<file path="src/rtl/ranger_array.sv">
// Round-robin multi-channel HC-SR04 front end: pings one ranger at a time, measures each
// echo width in ticks, and keeps a per-channel moving average mapped to an intensity level.
module ranger_array #(
  parameter int TICK_DIV      = 40,
  parameter int N_CH          = 4,
  parameter int W             = 16,
  parameter int DEPTH_LOG2    = 3,
  parameter int TRIG_TICKS    = 10,
  parameter int TIMEOUT_TICKS = 30000,
  parameter int PERIOD_TICKS  = 60000,
  parameter int STEP_LOG2     = 9,
  parameter int LEVELS        = 8,
  localparam int CH_W         = (N_CH > 1) ? $clog2(N_CH) : 1
) (
  input  logic              clk,
  input  logic              reset,
  input  logic              enable,
  input  logic [N_CH-1:0]   echo,
  output logic [N_CH-1:0]   trig,
  output logic [N_CH*W-1:0] raw,
  output logic [N_CH*W-1:0] avg,
  output logic [N_CH*4-1:0] intensity,
  output logic              meas_valid,
  output logic [CH_W-1:0]   meas_ch,
  output logic              meas_timeout
);

  localparam int DIV_W = (TICK_DIV > 1) ? $clog2(TICK_DIV) : 1;
  localparam int PER_W = $clog2(PERIOD_TICKS + 1);
  localparam int TO_W  = $clog2(TIMEOUT_TICKS + 1);
  localparam int DEPTH = 1 << DEPTH_LOG2;
  localparam int PTR_W = (DEPTH_LOG2 > 0) ? DEPTH_LOG2 : 1;
  localparam int SUM_W = W + DEPTH_LOG2;
  localparam logic [SUM_W-1:0] SUM_INIT = SUM_W'({W{1'b1}}) << DEPTH_LOG2;

  typedef enum logic [2:0] {S_IDLE, S_TRIG, S_WAIT_RISE, S_MEASURE, S_GAP} state_t;

  // Tick enable: one clk out of every TICK_DIV.
  logic [DIV_W-1:0] div_cnt;
  logic             tick;

  assign tick = (div_cnt == DIV_W'(TICK_DIV - 1));

  // NOTE: sequential state always uses non-blocking assignments so every flop samples
  // pre-edge values regardless of statement order.
  always_ff @(posedge clk or posedge reset) begin
    if (reset)     div_cnt <= '0;
    else if (tick) div_cnt <= '0;
    else           div_cnt <= div_cnt + 1'b1;
  end

  // Two-flop synchronizer, plus a tick-rate copy used to detect edges between ticks.
  logic [N_CH-1:0] echo_m, echo_s, echo_q;

  always_ff @(posedge clk or posedge reset) begin
    if (reset) begin
      echo_m <= '0;
      echo_s <= '0;
      echo_q <= '0;
    end else begin
      echo_m <= echo;
      echo_s <= echo_m;
      if (tick) echo_q <= echo_s;
    end
  end

  state_t          state;
  logic [CH_W-1:0] ch;
  logic [PER_W-1:0] per_cnt;
  logic [TO_W-1:0] to_cnt, to_next;
  logic [W-1:0]    cnt, result;
  logic [W-1:0]    raw_r [N_CH];
  logic            cur, rise, to_hit;
  logic            fin, fin_to;
  logic [W-1:0]    fin_val;

  assign cur     = echo_s[ch];
  assign rise    = echo_s[ch] & ~echo_q[ch];
  assign to_next = to_cnt + 1'b1;
  assign to_hit  = (to_next == TO_W'(TIMEOUT_TICKS));

  // End-of-measurement decision; a falling edge wins over a timeout on the same tick.
  // NOTE: every always_comb output gets a default first so no latch can be inferred.
  always_comb begin
    fin     = 1'b0;
    fin_to  = 1'b0;
    fin_val = cnt;
    if (tick) begin
      case (state)
        S_WAIT_RISE: if (to_hit) begin
          fin     = 1'b1;
          fin_to  = 1'b1;
          fin_val = '1;
        end
        S_MEASURE: if (!cur) begin
          fin = 1'b1;
        end else if (to_hit) begin
          fin     = 1'b1;
          fin_to  = 1'b1;
          fin_val = '1;
        end
        default: ;
      endcase
    end
  end

  always_ff @(posedge clk or posedge reset) begin
    if (reset) begin
      state        <= S_IDLE;
      ch           <= '0;
      per_cnt      <= '0;
      to_cnt       <= '0;
      cnt          <= '0;
      result       <= '1;
      trig         <= '0;
      meas_valid   <= 1'b0;
      meas_timeout <= 1'b0;
      meas_ch      <= '0;
      for (int c = 0; c < N_CH; c++) raw_r[c] <= '1;
    end else begin
      meas_valid   <= 1'b0;
      meas_timeout <= 1'b0;
      if (fin) begin
        raw_r[ch]    <= fin_val;
        result       <= fin_val;
        meas_valid   <= 1'b1;
        meas_timeout <= fin_to;
        meas_ch      <= ch;
        state        <= S_GAP;
      end
      if (tick) begin
        // per_cnt holds the tick index relative to the trig rise of the current cycle.
        if (state != S_IDLE) per_cnt <= per_cnt + 1'b1;
        case (state)
          S_IDLE: if (enable) begin
            state    <= S_TRIG;
            trig[ch] <= 1'b1;
            per_cnt  <= PER_W'(1);
          end
          S_TRIG: if (per_cnt == PER_W'(TRIG_TICKS)) begin
            trig   <= '0;
            to_cnt <= '0;
            state  <= S_WAIT_RISE;
          end
          S_WAIT_RISE: begin
            to_cnt <= to_next;
            if (!fin && rise) begin
              cnt   <= W'(1);
              state <= S_MEASURE;
            end
          end
          S_MEASURE: begin
            to_cnt <= to_next;
            if (!fin && cnt != '1) cnt <= cnt + 1'b1;
          end
          S_GAP: if (per_cnt >= PER_W'(PERIOD_TICKS - 1)) begin
            ch    <= (ch == CH_W'(N_CH - 1)) ? '0 : ch + 1'b1;
            state <= S_IDLE;
          end
          default: state <= S_IDLE;
        endcase
      end
    end
  end

  // Moving-average filter, updated the clk after meas_valid.
  logic [W-1:0]     ring [N_CH][DEPTH];
  logic [SUM_W-1:0] sum  [N_CH];
  logic [PTR_W-1:0] ptr  [N_CH];

  // NOTE: the ring is reset on purpose: all-ones history makes a fresh channel read as
  // far away, so it must be flops rather than an unreset RAM.
  always_ff @(posedge clk or posedge reset) begin
    if (reset) begin
      for (int c = 0; c < N_CH; c++) begin
        sum[c] <= SUM_INIT;
        ptr[c] <= '0;
        for (int i = 0; i < DEPTH; i++) ring[c][i] <= '1;
      end
    end else if (meas_valid) begin
      sum[meas_ch]               <= sum[meas_ch] - SUM_W'(ring[meas_ch][ptr[meas_ch]])
                                    + SUM_W'(result);
      ring[meas_ch][ptr[meas_ch]] <= result;
      ptr[meas_ch]               <= (ptr[meas_ch] == PTR_W'(DEPTH - 1)) ? '0
                                    : ptr[meas_ch] + 1'b1;
    end
  end

  for (genvar c = 0; c < N_CH; c++) begin : g_out
    logic [W-1:0] avg_c, k_c;

    assign avg_c                = W'(sum[c] >> DEPTH_LOG2);
    assign k_c                  = (avg_c - 1'b1) >> STEP_LOG2;
    assign raw[c*W +: W]        = raw_r[c];
    assign avg[c*W +: W]        = avg_c;
    assign intensity[c*4 +: 4]  = (avg_c == '0 || k_c >= W'(LEVELS)) ? 4'd0
                                  : 4'(W'(LEVELS) - k_c);
  end

endmodule
</file>
<file path="config.mk">
export PLATFORM = sky130hd
export DESIGN_NAME = ranger_array
export DESIGN_NICKNAME = d
export VERILOG_FILES = /design/src/rtl/ranger_array.sv
export SDC_FILE = /design/constraint.sdc
export NUM_CORES = 2
export LEC_CHECK = 0
export CORE_ASPECT_RATIO = 0.75
export CORE_MARGIN = 2
export CORE_UTILIZATION = 61
export CTS_CLUSTER_SIZE = 16
export DETAILED_ROUTE_END_ITERATION = 16
export HOLD_SLACK_MARGIN = 0.08
export PLACE_DENSITY_LB_ADDON = 0.25
export SLEW_MARGIN = 20
export SYNTH_ARGS = -nofsm -noshare
export SYNTH_HDL_FRONTEND = slang
export SYNTH_SLANG_ARGS = --single-unit
</file>
<file path="constraint.sdc">
create_clock -name clk -period 28.4 [get_ports clk]
set_clock_uncertainty 0.15 [all_clocks]
set_input_delay 2.84 -clock clk [delete_from_list [all_inputs] [get_ports clk]]
set_output_delay 2.84 -clock clk [all_outputs]
set_load 0.02 [all_outputs]
</file>
======== Word-level counts from Yosys, hierarchy flattened ========
Index checks and enable logic that the tools add are counted.
storage, ports and cells
  flip-flop bits (word level) ............. 758
  bits of input ports ..................... 7
  output and inout port bits .............. 152
operators by class
  add/subtract/negate cells ............... 16
  order comparisons ....................... 13
  equality and inequality tests ........... 14
  mux-type cells .......................... 70
  bitwise logic cells ..................... 6
  reductions and logical operators ........ 25
operators by type and width
  cell                                                               number
  bitwise mux 512 bit                                                1
  2-to-1 mux 128 bit                                                 3
  binary-select mux 128 bit (select 2 bit)                           1
  demux 128 bit (select 2 bit)                                       1
  2-to-1 mux 16 bit                                                  12
  bitwise mux 76 bit                                                 1
  bitwise mux 64 bit                                                 1
  logical NOT 16 bit                                                 4
  case mux 16 bit (2 select lines)                                   2
  subtractor 16 x 1 -> 16 bit, second input constant                 4
  2-to-1 mux 19 bit                                                  3
  binary-select mux 16 bit (select 3 bit)                            1
  demux 16 bit (select 3 bit)                                        1
  binary-select mux 19 bit (select 2 bit)                            1
  demux 19 bit (select 2 bit)                                        1
  adder 16 x 1 -> 16 bit, second input constant                      2
  demux 16 bit (select 2 bit)                                        1
  2-to-1 mux 3 bit                                                   10
  case mux 15 bit (2 select lines)                                   1
  greater-or-equal comparator 7 x 4 -> 1 bit, second input constant  4
  2-to-1 mux 4 bit                                                   6
  adder 19 x 16 -> 19 bit                                            1
  subtractor 19 x 16 -> 19 bit                                       1
  equality test 16 x 4 -> 1 bit, second input constant               1
  other kinds (46)                                                   80

======== Longest topological paths before layout ========
  word-level depth ........................ 12
  depth in mapped cells ................... 20

======== Least setup slack after synthesis ========
Ideal clock, no wire load.
  kind .................................... reg2out
  from .................................... register sum, in the netlist avg[3]
  to ...................................... output port intensity[3]
  arrival time ............................ 2.548 ns
  slack ................................... 22.862 ns
  stages on the path, launching flop included .. 8
  path buffers ............................ 0
  cells stage by stage .................... dfstp_2 nor4_1 nand3_1 or2_2 nor3_1 xor2_1 or4_1 nor4b_1
between the ends
  longest elaborated chain between the ends .. 4
  elaborated cells on any way between the ends .. 6
  classes of those cells .................. add/sub: 2; order compare: 1; mux: 1; reduce/logical: 2
ends and longest elaborated chain
  element                                     RTL line  RTL
  from (decl)                                 168       logic [SUM_W-1:0] sum [N_CH];
  from (signal, indexed assignment)           181       sum[meas_ch] <= sum[meas_ch] - SUM_W'(ring[meas_ch][ptr[meas_ch]])
  subtractor 16 x 1 -> 16 bit                 193       assign k_c = (avg_c - 1'b1) >> STEP_LOG2;
  greater-or-equal comparator 7 x 4 -> 1 bit  196       assign intensity[c*4 +: 4] = (avg_c == '0 || k_c >= W'(LEVELS)) ? 4'd0
  logical OR 1 bit                            196
  2-to-1 mux 4 bit (*)                        196
  to (decl)                                   22        output logic [N_CH*4-1:0] intensity,
Every way passes the cells marked *; elsewhere a longest branch is shown, timed or not.

======== Worst setup path in the final report ========
  from .................................... register meas_ch[0]
  to ...................................... register sum, in the netlist avg[9]
between the ends
  longest elaborated chain between the ends .. 11
  elaborated cells on any way between the ends .. 22
  classes of those cells .................. add/sub: 2; order compare: 2; mux: 15; bitwise: 2; reduce/logical: 1
ends and longest elaborated chain
  element                                                RTL line  RTL
  from (decl)                                            24        output logic [CH_W-1:0] meas_ch,
  from (signal assigned)                                 128       meas_ch <= ch;
  NOT 2 -> 3 bit (implied by the code) (*)               181
  binary-select mux 3 bit (select 2 bit)                 181
  2-to-1 mux 3 bit (implied by the code) (2 in series)   181
  NOT 3 -> 4 bit (implied by the code)                   181
  binary-select mux 16 bit (select 3 bit)                181
  2-to-1 mux 16 bit (implied by the code) (2 in series)  181
  subtractor 19 x 16 -> 19 bit                           181
  adder 19 x 16 -> 19 bit                                182       + SUM_W'(result);
  bitwise mux 76 bit (*)                                 181
Every way passes the cells marked *; elsewhere a longest branch is shown, timed or not. The select of a mux whose other input is x is not followed.
A chain may end at the register's enable or synchronous reset.

==> flow_summary.yaml <==
clock_tree:
  cts_tree: "yes"
  clockRootBuffer: "clkbuf_16"
  max-clock-path-buffers: 3
  cts_buffers: 72
  clkSlewWorstSetupHoldPaths_ns: 0.06
  cts.repair.resized: 0
  clock-sinks: 758
  post_cts_buffers: 0
  hold_buffers: 0
  clock_latency_ns: 0.62
  h-tree-depth: 3
floorplanning:
  core_area_sq_um: 59300
  io_pins: 159
  die_w_microns: 288
  initial_core_util_pct: 62.1
  std_cell_rows: 77
  fp.dieH_microns: 217
  dieArea_sq_um: 62300
timing:
  final_hold_viol_count: 0
  relSlewSlack_pct: 23.8
  rsz0062_at_grt: "false"
  finalMaxSlewViolations: 0
  fin_crit_ns: 7.78
  period_share_pct: 27.4
  fin_ws_ns: 20.62
  hold-worst-slack_ns: 0.209
  tns_ns: 0
  setup_viol: 0
  fmax_mhz: 128
  worst_pin_slew_ns: 1.14
power_and_ir_drop:
  powerDensity_nw_per_um2: 51.1
  cellLeakagePower_nw: 15.3
  vdd_drop_max_mv: 0.0363
global_route:
  grt_pass1_vias: 25682
  grt_remaining_overflow: 0
  antenna_found_initial: 3
  grt_pass1_wl_mm: 151
  grt_usage_pct: 31.4
  grt_max_degree: 146
critical_path:
  cp-start-kind: "flop"
  cp_max_fo: 49
  worstPathArrival_ns: 8.16
  cp.required_ns: 28.78
  worst_path_max_delay_cell: "buf_4"
  crit_path_end_kind: "flop"
  worstSetupPathType: "reg -> reg"
  cpPeakStageDelay_ns: 0.86
  path_cells: "buf_4, buf_4, buf_4, mux4_2, mux2_2, a221oi_1, o22ai_1, fa_1, inv_1, ha_1, a21o_1, a21oi_1, a21oi_1, or2_2, a21oi_1, or3_1, nand3_1"
placement:
  gp_congestion: 0.891
  hpwl_mm: 63.2
  dp_worst_setup_slack_ns: 20.52
  portBuffers: 158
synthesis:
  netlist_instances: 3140
  synth.area.top_cells: "dfstp_2 47%, mux4_2 9.2%, mux2_2 8.7%, dfrtp_1 6.9%, o21ai_0 5.6%"
  muxShareOfSynthArea_pct: 18.6
  syn_area_per_cell_sq_um: 11.7
  synth_ff_type: "dfstp_2"
  yosysTopAreaCell: "dfstp_2"
  synth-seq-area-share_pct: 53.8
  async_reset_ff_share_pct: 100
  synth_cell_type_count: 81
  yosysWarnings: 0
  syn_area_sq_um: 36800
  syn_nets: 3197
  synthAdderAreaFrac_pct: 2.03
  synth-simple-area-share_pct: 10.2
  ys_ff_latch: 758
  synth_compound_gate_area_share_pct: 9.66
  synth-xor-area-share_pct: 1.19
  synth_top_area_share_pct: 46.9
  synth_top_family_by_area: "multiplexers"
  synth_edf_count: 0
routing:
  drt-initial-drc-count: 2687
  drc: 0
  vias: 25465
  antenna_left: 0
  first_pass_iters: 6
  vias_per_cell: 6.38
  post_drt_wl_per_cell_microns: 24.1
  drt-total-wl_mm: 96.3
final_layout:
  num-nets-final: 3199
  drive_above_1_share_pct: 41.2
  area_delta_synth_final_pct: 11.0
  n_fill_cell: 4094
  final_util_pct: 68.9
job:
  cap_viol_max_count: 0
min_path:
  min_path_type: "reg -> reg"
status:
  outcome: "finished clean"
==> metrics by stage <==
step	instances	total power, W	cell area (sq um)
6_report	3989	0.00208	40800
5_1_grt	3988	0.00214	40800
4_1_cts	3987	0.00210	40700
3_5_place_dp	3857	0.00113	38400
3_3_place_gp	3857	0.00113	38300
2_1_floorplan	3140	0.00112	36800
==> where the power goes <==
part / leakage, nW / internal (W) / switching (W)
clock network: 1.17 / 0.000557 / 0.000417
registers: 8.06 / 0.00109 / 0.000000823
logic: 6.09 / 0.00000279 / 0.0000216
total: 15.3 / 0.00165 / 0.000439
==> synthesized netlist by cell type, types with 34 or more instances <==
| library cell | count |
|---|---|
| a21oi_1 | 50 |
| buf_2 | 45 |
| buf_4 | 64 |
| clkbuf_1 | 151 |
| dfrtp_1 | 102 |
| dfstp_2 | 656 |
| ha_1 | 34 |
| inv_1 | 86 |
| mux2_2 | 285 |
| mux4_2 | 150 |
| nand2_1 | 516 |
| nand3_1 | 47 |
| nor2_1 | 103 |
| o21ai_0 | 410 |
| o21ai_1 | 47 |
==> area by class of cell <==
cell class / instances / area (sq um) / area share, %
Clock buffer: 107 / 2130 / 5.21
Tap cell: 790 / 988 / 2.42
Sequential cell: 758 / 19800 / 48.5
Antenna cell: 1 / 2.50 / 0.00613
Timing Repair Buffer: 201 / 1940 / 4.75
Inverter: 87 / 334 / 0.818
Clock inverter: 23 / 243 / 0.595
Multi-Input combinational cell: 2022 / 15400 / 37.7
==> state kept, by name, indices dropped and copies added (netlist names) <==
signal        flops
avg              64
ch                2
cnt              16
div_cnt           6
echo_m            4
echo_q            4
echo_s            4
meas_ch           2
meas_timeout      1
meas_valid        1
per_cnt          16
ptr              12
raw              64
result           16
ring            512
state             3
sum              12
to_cnt           15
trig              4
==> worst max-delay path, delay by kind of cell (launching register included) <==
family | cells | cell delay, ns
and+or+nand+nor | 3 | 0.61
DFF | 1 | 0.85
buffers and inverters | 4 | 2.45
adders and majority gates | 2 | 0.92
muxes | 2 | 0.87
AOI/OAI and AO/OA | 6 | 1.74
==> layout by cell type (no fill, tap or decap), drive strengths merged, types with 8 or more instances in the layout <==
cell and count:
a21oi 50, nor2 121, nand3 48, clkinv 13, inv 92, nand2 517
mux2 286, dfrtp 102, dfstp 656, nand2b 12, nor4 14, a22oi 8
clkbuf 107, a21o 15, mux2i 24, fa 16, or2 8, nand4 14
ha 34, nor4b 8, mux4 150, xor2 22, and2 11, o31ai 12
clkdlybuf4s50 158, a221oi 14, buf 43, and3 14, nor3 26, o21ai 470
xnor2 28, or3 11
==> cells by family (layout without fill, tap and decap cells) <==
| family | after synthesis | in the layout |
|---|---|---|
| DFF | 758 | 758 |
| xor gates and xnor gates | 50 | 50 |
| and+or+nand+nor | 835 | 835 |
| adders and majority gates | 50 | 50 |
| buffers and inverters | 360 | 418 |
| other | 0 | 1 |
| muxes | 460 | 460 |
| AOI/OAI and AO/OA | 627 | 627 |
==> worst paths after layout <==
check / startpoint / endpoint / slack [ns] / cells after the start
min in group asynchronous: reset / raw[31] / 2.69 / 2
worst max-delay path: meas_ch[0] / avg[9] / 20.62 / 17
worst min register to register: echo_m[3] / echo_s[3] / 0.21 / 0
worst max register to register: meas_ch[0] / avg[9] / 20.62 / 17
max in group asynchronous: reset / ring[327] / 23.13 / 5
worst min-delay path: echo_m[3] / echo_s[3] / 0.21 / 0
==> per-layer routing <==
layer  global-route usage [%]  vias up  wire [microns]
met4                     9.29        2            2880
met1                     45.2    13052           40500
met5                        0        -              10
li1                         -    11026               -
met2                     47.5     1173           43900
met3                     8.00      212            9000
Note: power is estimated with default switching activity, not from simulation.
